`src/rtl/out_port_fifo_pkg.sv`:
```
// Shared definitions for the output-port FIFO: FSM encoding and default sizes.
package out_port_fifo_pkg;

  localparam int unsigned DefDataWidth = 16;
  localparam int unsigned DefDepth     = 8;
  localparam int unsigned DefCntWidth  = 16;

  typedef enum logic [1:0] {
    StRun   = 2'd0,
    StDrain = 2'd1,
    StDone  = 2'd2
  } state_e;

endpackage

```
`src/rtl/out_port_fifo_sync_fifo.sv`:
```
// Single-clock FIFO: storage, wrapping pointers and occupancy counter.
// The caller guarantees wr_en only when there is room (or a read in the same cycle)
// and rd_en only when count is non-zero.
module sync_fifo #(
  parameter int unsigned DATA_WIDTH = 16,
  parameter int unsigned DEPTH      = 8,
  localparam int unsigned PtrW      = $clog2(DEPTH)
) (
  input  logic                  clock,
  input  logic                  reset,
  input  logic                  wr_en,
  input  logic [DATA_WIDTH-1:0] wr_data,
  input  logic                  rd_en,
  output logic [DATA_WIDTH-1:0] rd_data,
  output logic                  full,
  output logic [PtrW:0]         count
);

  logic [DATA_WIDTH-1:0] mem [DEPTH];
  logic [PtrW-1:0]       wr_ptr_q;
  logic [PtrW-1:0]       rd_ptr_q;
  logic [PtrW:0]         count_q;

  // Storage write; contents need no reset since count gates visibility.
  always_ff @(posedge clock) begin
    if (wr_en) begin
      mem[wr_ptr_q] <= wr_data;
    end
  end

  // Pointers and occupancy; pointers wrap naturally because DEPTH is a power of two.
  always_ff @(posedge clock) begin
    if (reset) begin
      wr_ptr_q <= '0;
      rd_ptr_q <= '0;
      count_q  <= '0;
    end else begin
      if (wr_en) wr_ptr_q <= wr_ptr_q + PtrW'(1);
      if (rd_en) rd_ptr_q <= rd_ptr_q + PtrW'(1);
      unique case ({wr_en, rd_en})
        2'b10:   count_q <= count_q + (PtrW+1)'(1);
        2'b01:   count_q <= count_q - (PtrW+1)'(1);
        default: count_q <= count_q;
      endcase
    end
  end

  assign rd_data = mem[rd_ptr_q];
  assign full    = (count_q == (PtrW+1)'(DEPTH));
  assign count   = count_q;

endmodule

```
`src/rtl/out_port_fifo.sv`:
```
// Output-port peripheral: captures processor bus writes into a FIFO, hands them to a
// valid/ready consumer, counts accepted/dropped words and reports done after halt+drain.
module out_port_fifo
  import out_port_fifo_pkg::*;
#(
  parameter int unsigned DATA_WIDTH = DefDataWidth,
  parameter int unsigned DEPTH      = DefDepth,
  parameter int unsigned CNT_WIDTH  = DefCntWidth
) (
  input  logic                  clock,
  input  logic                  resetn,      // active-high synchronous reset
  input  logic [DATA_WIDTH-1:0] bus,
  input  logic                  bus_enable,
  input  logic                  halt,
  output logic [DATA_WIDTH-1:0] out_data,
  output logic                  out_valid,
  input  logic                  out_ready,
  output logic                  full,
  output logic                  overflow,
  output logic [CNT_WIDTH-1:0]  accept_count,
  output logic [CNT_WIDTH-1:0]  drop_count,
  output logic                  done
);

  localparam int unsigned PtrW = $clog2(DEPTH);

  state_e                state_q, state_d;
  logic                  push_req;
  logic                  push;
  logic                  pop;
  logic                  drop;
  logic [DATA_WIDTH-1:0] head_data;
  logic [PtrW:0]         fifo_count;
  logic                  overflow_q;
  logic [CNT_WIDTH-1:0]  accept_q;
  logic [CNT_WIDTH-1:0]  drop_q;

  // Writes are only honoured while running; a simultaneous pop frees the slot for a full FIFO.
  always_comb begin
    push_req = bus_enable && (state_q == StRun);
    pop      = out_valid && out_ready;
    push     = push_req && (!full || pop);
    drop     = push_req && full && !pop;
  end

  sync_fifo #(
    .DATA_WIDTH (DATA_WIDTH),
    .DEPTH      (DEPTH)
  ) u_fifo (
    .clock   (clock),
    .reset   (resetn),
    .wr_en   (push),
    .wr_data (bus),
    .rd_en   (pop),
    .rd_data (head_data),
    .full    (full),
    .count   (fifo_count)
  );

  // State register.
  always_ff @(posedge clock) begin
    if (resetn) begin
      state_q <= StRun;
    end else begin
      state_q <= state_d;
    end
  end

  // Next state: halt starts draining; DRAIN ends once nothing is left (pushes are blocked there).
  always_comb begin
    state_d = state_q;
    unique case (state_q)
      StRun:   if (halt) state_d = StDrain;
      StDrain: if (fifo_count == '0) state_d = StDone;
      StDone:  state_d = StDone;
      default: state_d = StRun;
    endcase
  end

  // Sticky overflow flag and saturating accept/drop counters.
  always_ff @(posedge clock) begin
    if (resetn) begin
      overflow_q <= 1'b0;
      accept_q   <= '0;
      drop_q     <= '0;
    end else begin
      if (drop) overflow_q <= 1'b1;
      if (push && (accept_q != '1)) accept_q <= accept_q + CNT_WIDTH'(1);
      if (drop && (drop_q != '1))   drop_q   <= drop_q + CNT_WIDTH'(1);
    end
  end

  // Head word is masked while empty so the unreset storage never leaks out.
  always_comb begin
    out_valid = (fifo_count != '0);
    out_data  = out_valid ? head_data : '0;
  end

  assign overflow     = overflow_q;
  assign accept_count = accept_q;
  assign drop_count   = drop_q;
  assign done         = (state_q == StDone);

endmodule
```
`config.mk`:
```
export PLATFORM = sky130hd
export DESIGN_NAME = out_port_fifo
export DESIGN_NICKNAME = d
export VERILOG_FILES = /design/src/rtl/out_port_fifo_pkg.sv /design/src/rtl/out_port_fifo_sync_fifo.sv /design/src/rtl/out_port_fifo.sv
export SDC_FILE = /design/constraint.sdc
export NUM_CORES = 1
export LEC_CHECK = 0
export CAP_MARGIN = 20
export CORE_MARGIN = 4
export CORE_UTILIZATION = 50
export DETAILED_ROUTE_END_ITERATION = 10
export HOLD_SLACK_MARGIN = 0.1
export PLACE_DENSITY_LB_ADDON = 0.3
export SETUP_SLACK_MARGIN = 0.2
export SYNTH_ARGS = -nofsm -noshare
export SYNTH_HDL_FRONTEND = slang
export SYNTH_HIERARCHICAL = 1
export SYNTH_SLANG_ARGS = --single-unit
```
`constraint.sdc`:
```
create_clock -name clock -period 3.9 [get_ports clock]
set_input_delay 0.585 -clock clock [delete_from_list [all_inputs] [get_ports clock]]
set_output_delay 0.585 -clock clock [all_outputs]
set_load 0.005 [all_outputs]
```
### After elaboration in Yosys (flattened, before gate mapping)

Memories as Yosys holds them, arrays and structs flattened. A register that Yosys moved wholly into a read port is not among the register bits.
Index checks and enable logic that the tools add are counted.

* multiply operators: 0
* bitwise gates (word level): 0
* muxes and demuxes: 9
* add/subtract/negate cells: 6
* eq/ne operators: 9
* divide/modulo/power cells: 0
* magnitude comparators: 0
* reduce and logical (&&, ||, !) cells: 15
* shift-type cells: 0

Operator list (count)
* $add 16x1->16 const B: 2
* $ne 16x16->1 const B: 2
* $mux 16: 1
* $pmux 4 s2: 1
* $logic_and 1x1->1: 7
* $add 3x1->3 const B: 2
* $mux 3: 2
* $pmux 2 s3: 1
* $add 4x1->4 const B: 1
* $eq 2x1->1 const B: 2
* $eq 2x2->1 const B: 2
* $eq 4x4->1 const B: 1
* $logic_not 4->1: 1
* $mux 2: 2
* $ne 2x2->1 const B: 2
* $reduce_bool 4->1: 1
* $sub 4x1->4 const B: 1
* $logic_not 1->1: 2
* $logic_not 2->1: 1
* $mux 1: 2
* $reduce_and 2->1: 1
* $reduce_bool 2->1: 1
* $logic_or 1x1->1: 1

* memory bits (read-only): 0
* bits of input ports: 21
* register bits: 45
* latch bits: 0
* memories kept: 1
* word-level logic and storage cells: 47
* bits in writable memories: 128
* output and inout port bits: 52

Memory list
* u_fifo.mem: depth 8, width 16, rd ports 1, clocked after Yosys merged registers in 1, wr ports 1, RTL line out_port_fifo_sync_fifo.sv:19 `logic [DATA_WIDTH-1:0] mem [DEPTH];`

### Depth between registers and ports, before layout

* depth after elaboration: 6
* mapped depth: 12

### By module

The synthesis kept the hierarchy.

By module, submodules not included
* sync_fifo: seq. area each 4103.9 µm², times used 1, cells each 254, area an instance 5539.1 µm²
* out_port_fifo: seq. area each 700.7 µm², times used 1, cells each 224, area an instance 1906.8 µm²

### Worst setup path after synthesis

No wires, ideal clock.

* kind: input -> register
* start point: in out_ready
* end point: mem u_fifo.mem[4][0] (enable)
* path buffers: 0
* stages: 4
* setup time: 0.409 ns
* data required time: 3.491 ns
* slack: 0.939 ns
* data arrival time: 2.552 ns
* path through: o41ai_4 > a21oi_1 > nand2_1 > nor3_1

* longest elaborated chain between the ends: 5

RTL lines
* from (decl): RTL line out_port_fifo.sv:17 `input logic out_ready,`
* $logic_and 1x1->1: RTL line out_port_fifo.sv:41 `pop = out_valid && out_ready;`
* $logic_or 1x1->1: RTL line out_port_fifo.sv:42 `push = push_req && (!full || pop);`
* $logic_and 1x1->1: RTL line out_port_fifo.sv:42
* via push: RTL line out_port_fifo.sv:29 `logic push;`
* $mux 1: RTL line out_port_fifo_sync_fifo.sv:26 `if (wr_en) begin`
* $mux 1 (not written as such): RTL line out_port_fifo_sync_fifo.sv:27 `mem[wr_ptr_q] <= wr_data;`
* to (decl): RTL line out_port_fifo_sync_fifo.sv:19

The timed path passes the listed nets, and every way through them passes these cells.

==> results.md <==
- Pwr/cell area: 614.9 mW/mm²
- CP Launch Type: register
- Initial DRC count: 316
- Initial core utilization: 51.23%
- Top delay family on crit path: buffers and inverters
- Worst Path Max Fanout: 32
- CTS buffer count: 17
- CP required: 3.31 ns
- Min Tclk post-route: 3.326 ns
- RSZ-0062 raised after global routing: no
- Syn Area/Cell: 15.58 µm²
- Vias in the first global route: 4354
- Fin. Hold Viols: 0
- Core area: 0.01453 mm²
- Peak supply drop: 0.3278 mV
- Seq cells post-synth: 176
- Number of max-cap violations: 0
- Min-delay worst type: register to register
- Clock skew: 0.006873 ns
- WHS: 0.4978 ns
- Clk_lat worst skew: 0.42 ns
- Critical Path AT: 2.74 ns
- Unique masters post-synth: 49
- Clock root buffer: clkbuf_16
- Hold buffer count at CTS: 0
- Die area: 0.01691 mm²
- Path length in cells of the critical path: 5
- WL final: 14500 µm
- Residual DRC: 0
- Final setup fails: 0
- GR Overflow Total: 0
- Area grow syn2layout: 22.40%
- Synthesized Nets: 510
- Critical path endpoint category: output pin
- Global placement routability congestion: 0.8353
- Initial antenna violation count: 0
- Ant diodes: 0
- GRT Util Overall: 17.94%
- RR Endpoint: u_fifo/count[2]
- TritonCTS clock tree: built
- Mapped cell area: 0.007446 mm²
- Buf/Inv on CP: 2
- Worst-Margin Slew: 0.9979 ns
- Post-synthesis xor/xnor area fraction: 2.941%
- Cells after Synth: 478
- Crit path to: out_data[10]
- Post-synthesis mux area share: 15.33%
- DP Area: 0.008486 mm²
- WL/cell: 18.78 µm
- Post-DR vias/cell: 5.628
- Clock-pin slew on the worst setup and hold paths: 0.07 ns
- Outcome: complete, no violations
- Max_slew headroom: 32.86%
- Largest net degree at the start of global routing: 33
- Core Rows: 44
- Nets: 607
- Die Width: 130.0 µm
- Largest family of logic cells by synthesized area: multiplexers
- First-pass GRT wire length: 22950 µm
- Via count: 4345
- Critical path cell sequence: buf_4, mux4_1, mux2_2, nor2b_1, clkdlybuf4s50_1
- Setup CP Type: register to output pin
- Max-slew violations: 0
- Routed Antenna Nets: 0
- Reg2Reg Setup Slack: 1.20 ns
- H-Tree Depth: 4
- Synthesis Warnings: 6
- Largest stage delay, worst path: 0.63 ns
- Reg2Reg Depth: 12
- Fin crit share: 85.27%
- IO Port Bufs: 72
- Die Y: 130.0 µm
- Post_cts resized: 0
- Post-Synth Simple-Gate Area: 9.645%
- Setup_tns: 0 ns
- Fmax: 300.7 MHz
- Main synth FF type: edfxtp_1
- Crit-path slowest cell: mux4_1
- Proportion of layout cells with a drive suffix above 1: 14.80%
- Number of synthesized flops with an enable pin: 128
- # clock sinks: 176
- CTS max path bufs: 2
- Sequential share of the synthesized area: 64.53%
- Initial DRT Pass Iterations: 4
- Io pins: 73
- Leak Pwr: 3.058 nW
- Design Area, Final: 0.009114 mm²
- Post-CTS Setup Repair Bufs: 0
- Synth Area in Compound Gates: 3.865%
- Adder-cell share of the synthesized area: 1.848%
- Post-synth ARST share: 0%
- R2r startpoint: u_fifo/count[1]
- Tot Pwr: 5.604 mW
- DPL Wire Length: 8941 µm
-- per-stage QoR --
stage | cells | utilization (%) | setup WS (ns)
2_1_floorplan | 478 | - | 0.9391
3_3_place_gp | 740 | 58.39 | 0.8838
3_5_place_dp | 740 | 58.39 | 0.8176
4_1_cts | 772 | 62.71 | 0.5575
5_1_grt | 772 | 62.71 | 0.4900
6_report | 772 | 62.71 | 0.5745
-- flip-flops by register name, summed over array words and instances (netlist names), named ones only --
| name | flops |
|---|---|
| accept_count | 16 |
| drop_count | 16 |
| overflow | 1 |
| state_q | 2 |
| u_fifo/count | 4 |
| u_fifo/mem | 128 |
| u_fifo/rd_ptr_q | 3 |
| u_fifo/wr_ptr_q | 3 |
-- metal layers --
metal | GRT usage (%) | vias to the layer above | part of all wire, %
li1 | - | 2061 | -
met1 | 23.49 | 2165 | 44
met2 | 29.75 | 96 | 51
met3 | 3.766 | 23 | 3.0
met4 | 6.601 | 0 | 1.8
met5 | 0 | - | 0
-- synth_stat cells (all sizes together) (3+ instances only) --
master,instances,area [µm²]
a2111oi,3,33.78
a211oi,5,37.54
a21oi,9,45.04
a311oi,3,26.28
buf,8,61.30
clkbuf,8,31.28
dfxtp,48,960.9
edfxtp,128,3844
ha,11,137.6
inv,12,45.04
mux2,20,225.2
mux2i,9,90.09
mux4,32,825.8
nand2,16,60.06
nand2b,3,18.77
nand3,10,50.05
nand4,12,75.07
nor2,47,176.4
nor2b,20,125.1
nor3,6,30.03
nor4,5,31.28
o211ai,4,30.03
o21ai,7,38.79
or3,4,25.02
or4,4,33.78
xnor2,10,87.58
xor2,15,131.4
-- final cells by class --
cell class | instances | area [µm²]
flip-flops and latches | 176 | 4805
inverters | 12 | 45.04
fillers | 1087 | 5420
well taps | 184 | 230.2
multi-input cells | 274 | 2520
clock buffers | 17 | 425.4
repair buffers | 94 | 885.9
clock inverters | 15 | 202.7
-- worst min-delay path by stage --
stage | from | endpoint | cells after the start
after floorplan | overflow | overflow | 2
after global placement | overflow | overflow | 2
after detailed placement | overflow | overflow | 2
after CTS | overflow | overflow | 2
after global routing | overflow | overflow | 2
final | overflow | overflow | 2
-- tightest hold or removal path, stage by stage, from the launching register on --
cell and delay [ns]:
dfxtp_1 0.34, nor2_1 0.05, nor2_1 0.08
-- report_power, final --
part	internal (mW)	switching [mW]	total (mW)	leakage, nW
Sequential	2.19	0.109	2.30	1.55
Clock	1.03	0.719	1.75	0.299
Combinational	0.853	0.706	1.56	1.21
Total	4.07	1.53	5.60	3.06
-- placed cells by master (no fill, tap or decap), types with 3 or more instances in the layout --
master           Yosys  routed
o211ai_1             4       4
nor2b_1             20      20
o21ai_0              6       6
ha_1                11      11
a311oi_1             3       3
clkinvlp_4           0       3
or4_1                3       3
inv_1               12      12
a21oi_1              9       9
bufinv_16            0       3
clkbuf_16            0      17
nand2b_1             3       3
mux4_1              28      28
buf_4                0      22
nand3_1             10      10
mux4_2               4       4
or3_1                4       4
edfxtp_1           128     128
nor3_1               6       4
mux2i_1              9       9
nor2_1              47      47
clkdlybuf4s50_1      0      72
nand4_1             12      12
xor2_1              15      15
nor4_1               5       4
mux2_2              20      20
dfxtp_1             48      48
nand2_1             16      16
xnor2_1             10      10
a211oi_1             5       5
inv_8                0       3
-- cell families (layout without fill, tap and decap cells) --
kind of cell,after synthesis,after routing
adder cells (fa/ha/maj),11,11
AO/OA/AOI/OAI,38,38
flip-flops,176,176
AND/OR/NAND/NOR,139,139
XOR/XNOR,25,25
buffers and inverters,28,138
multiplexers,61,61
(Power assumes the default switching activity.)
==> edit, RTL diff (same settings) <==
Change the package constant `DefCntWidth` from 16 to 32.
--- a/src/rtl/out_port_fifo_pkg.sv
+++ b/src/rtl/out_port_fifo_pkg.sv
@@ -3,7 +3,7 @@
 
   localparam int unsigned DefDataWidth = 16;
   localparam int unsigned DefDepth     = 8;
-  localparam int unsigned DefCntWidth  = 16;
+  localparam int unsigned DefCntWidth  = 32;
 
   typedef enum logic [1:0] {
     StRun   = 2'd0,
Ports: changed (resized accept_count and drop_count); port bits go from 73 to 105. No check against the original RTL was run, so the function may have changed too.
==> edit against the unedited design <==
Setup slack lost 68 ps. Sequential power is 14% higher. Routed wire length is 37% higher. Register-to-register slack worse by 370 ps. Core utilization fell by 1.1 points. Synthesized area rose by 22%. Cell area is 21% higher. Power increased by 7.8%. Sequential cell count grew 32. Largest cell class unchanged.
==> edit: results (changes against the unedited design) <==
[run_status]
status=complete, no violations

[logic_synthesis]
yosysSeqAreaShare_pct=59.8  ; -4.7 points
ys_types=45  ; -8.2%
synth_nets=725  ; +42%
synthTopCellsByCount=128 x edfxtp_1, 80 x dfxtp_1, 50 x nor2_1
ys_top_cells_by_area=edfxtp_1 42%, dfxtp_1 18%, mux4_1 8.1%

[layout]
fin_cells=1048  ; +36%
drive_gt1_share_pct=11.5  ; -3.3 points
nets=836  ; +38%

[global_route]
grt_pass1_vias=6152  ; +41%
grt_max_degree=66  ; +100%
grt_usage_pct=19.1  ; +1.2 points
grt_pass1_wl_um=31700  ; +38%

[timing]
fin_worst_skew_ps=10.3  ; +3.45 ps
tightest_slew_ps=963  ; -35.1 ps

[placed_design]
post_dp_cell_area_mm2=0.0104  ; +22%
io_buffers=104  ; +44%
gp_congestion=0.816  ; -2.3%
dp_hpwl_um=12600  ; +41%
dp_cells=1008  ; +36%

[route]
initialDrtViolationCount=476  ; +51%
drt_wl_total_um=19900  ; +37%

[clock_network]
cts_buffer_depth=3  ; +1
htreeDepth=1  ; -3
clkLatencyLatePin_ps=490  ; +70 ps

[power]
peakVddDrop_uv=425  ; +30%

-- edit: changes by cell type in the layout (fill, tap and decap cells not counted), moves of 8 or more --
cell	unedited run	this run
a21oi_1	9	45
and2_1	2	19
clkdlybuf4s50_1	72	103
dfxtp_1	48	80
mux2_2	20	33
nand2_1	16	35
nand3_1	10	19
nor3_1	4	14
o21ai_0	6	31
o31ai_1	1	10
or3_1	4	34
or4_1	3	12
xnor2_1	10	2
-- edit: area by class of cell --
cell class / count / area, um2
tap: 229 / 287
clock buffer: 25 / 582
multi-input combinational: 439 / 3470
inverter: 14 / 52.6
timing repair buffer: 119 / 1150
sequential: 208 / 5450
fill: 1365 / 6900
clock inverter: 14 / 78.8
-- edit: final timing paths --
kind / start / to / slack (ps) / cells after the start
max: flop / out_data[8] / 510 / 5
min: overflow$_SDFFE_PP0P_ / overflow$_SDFFE_PP0P_ / 460 / 2
max reg2reg: u_fifo/count[1]$_SDFFE_PP0P_ / drop_count[16]$_SDFFE_PP0P_ / 830 / 6
min reg2reg: overflow$_SDFFE_PP0P_ / overflow$_SDFFE_PP0P_ / 460 / 2
-- edit: kinds of logic (layout without fill, tap and decap cells) --
logic type	after synthesis	after routing	synth area share (%)
AOI/OAI and AO/OA	97	97	6.40
xor gates and xnor gates	12	12	1.15
adders and majority gates	11	11	1.51
buffers and inverters	46	172	2.31
DFF	208	208	59.8
muxes	72	72	13.9
and+or+nand+nor	247	247	14.9
-- edit: per-layer routing --
| metal | up-vias | global-route usage [%] | share of wire (%) |
|---|---|---|---|
| li1 | 2894 | - | - |
| met1 | 3078 | 25.2 | 42 |
| met2 | 175 | 32.8 | 50 |
| met3 | 37 | 4.05 | 6.0 |
| met4 | 0 | 4.45 | 2.2 |
| met5 | - | 0 | 0 |
-- edit: per-stage QoR --
step	util [%]	setup slack, ps
floorplan	-	968
global placement	57.8	924
detailed placement	57.8	814
CTS	61.5	456
global route	61.6	384
finish	61.6	506
-- edit: worst max-delay path, cell delays in order, from the launching register on --
cell	delay (ps)
dfxtp_1	310
buf_4	470
mux4_1	650
mux2_2	280
and2_1	140
clkdlybuf4s50_1	450
-- edit: power groups by stage --
stage / clock, uW / combinational (uW) / sequential, uW
floorplan: 0 / 970 / 2640
global placement: 0 / 1480 / 2650
detailed placement: 0 / 1540 / 2670
CTS: 1930 / 1550 / 2620
global route: 2030 / 1670 / 2640
finish: 1890 / 1530 / 2620
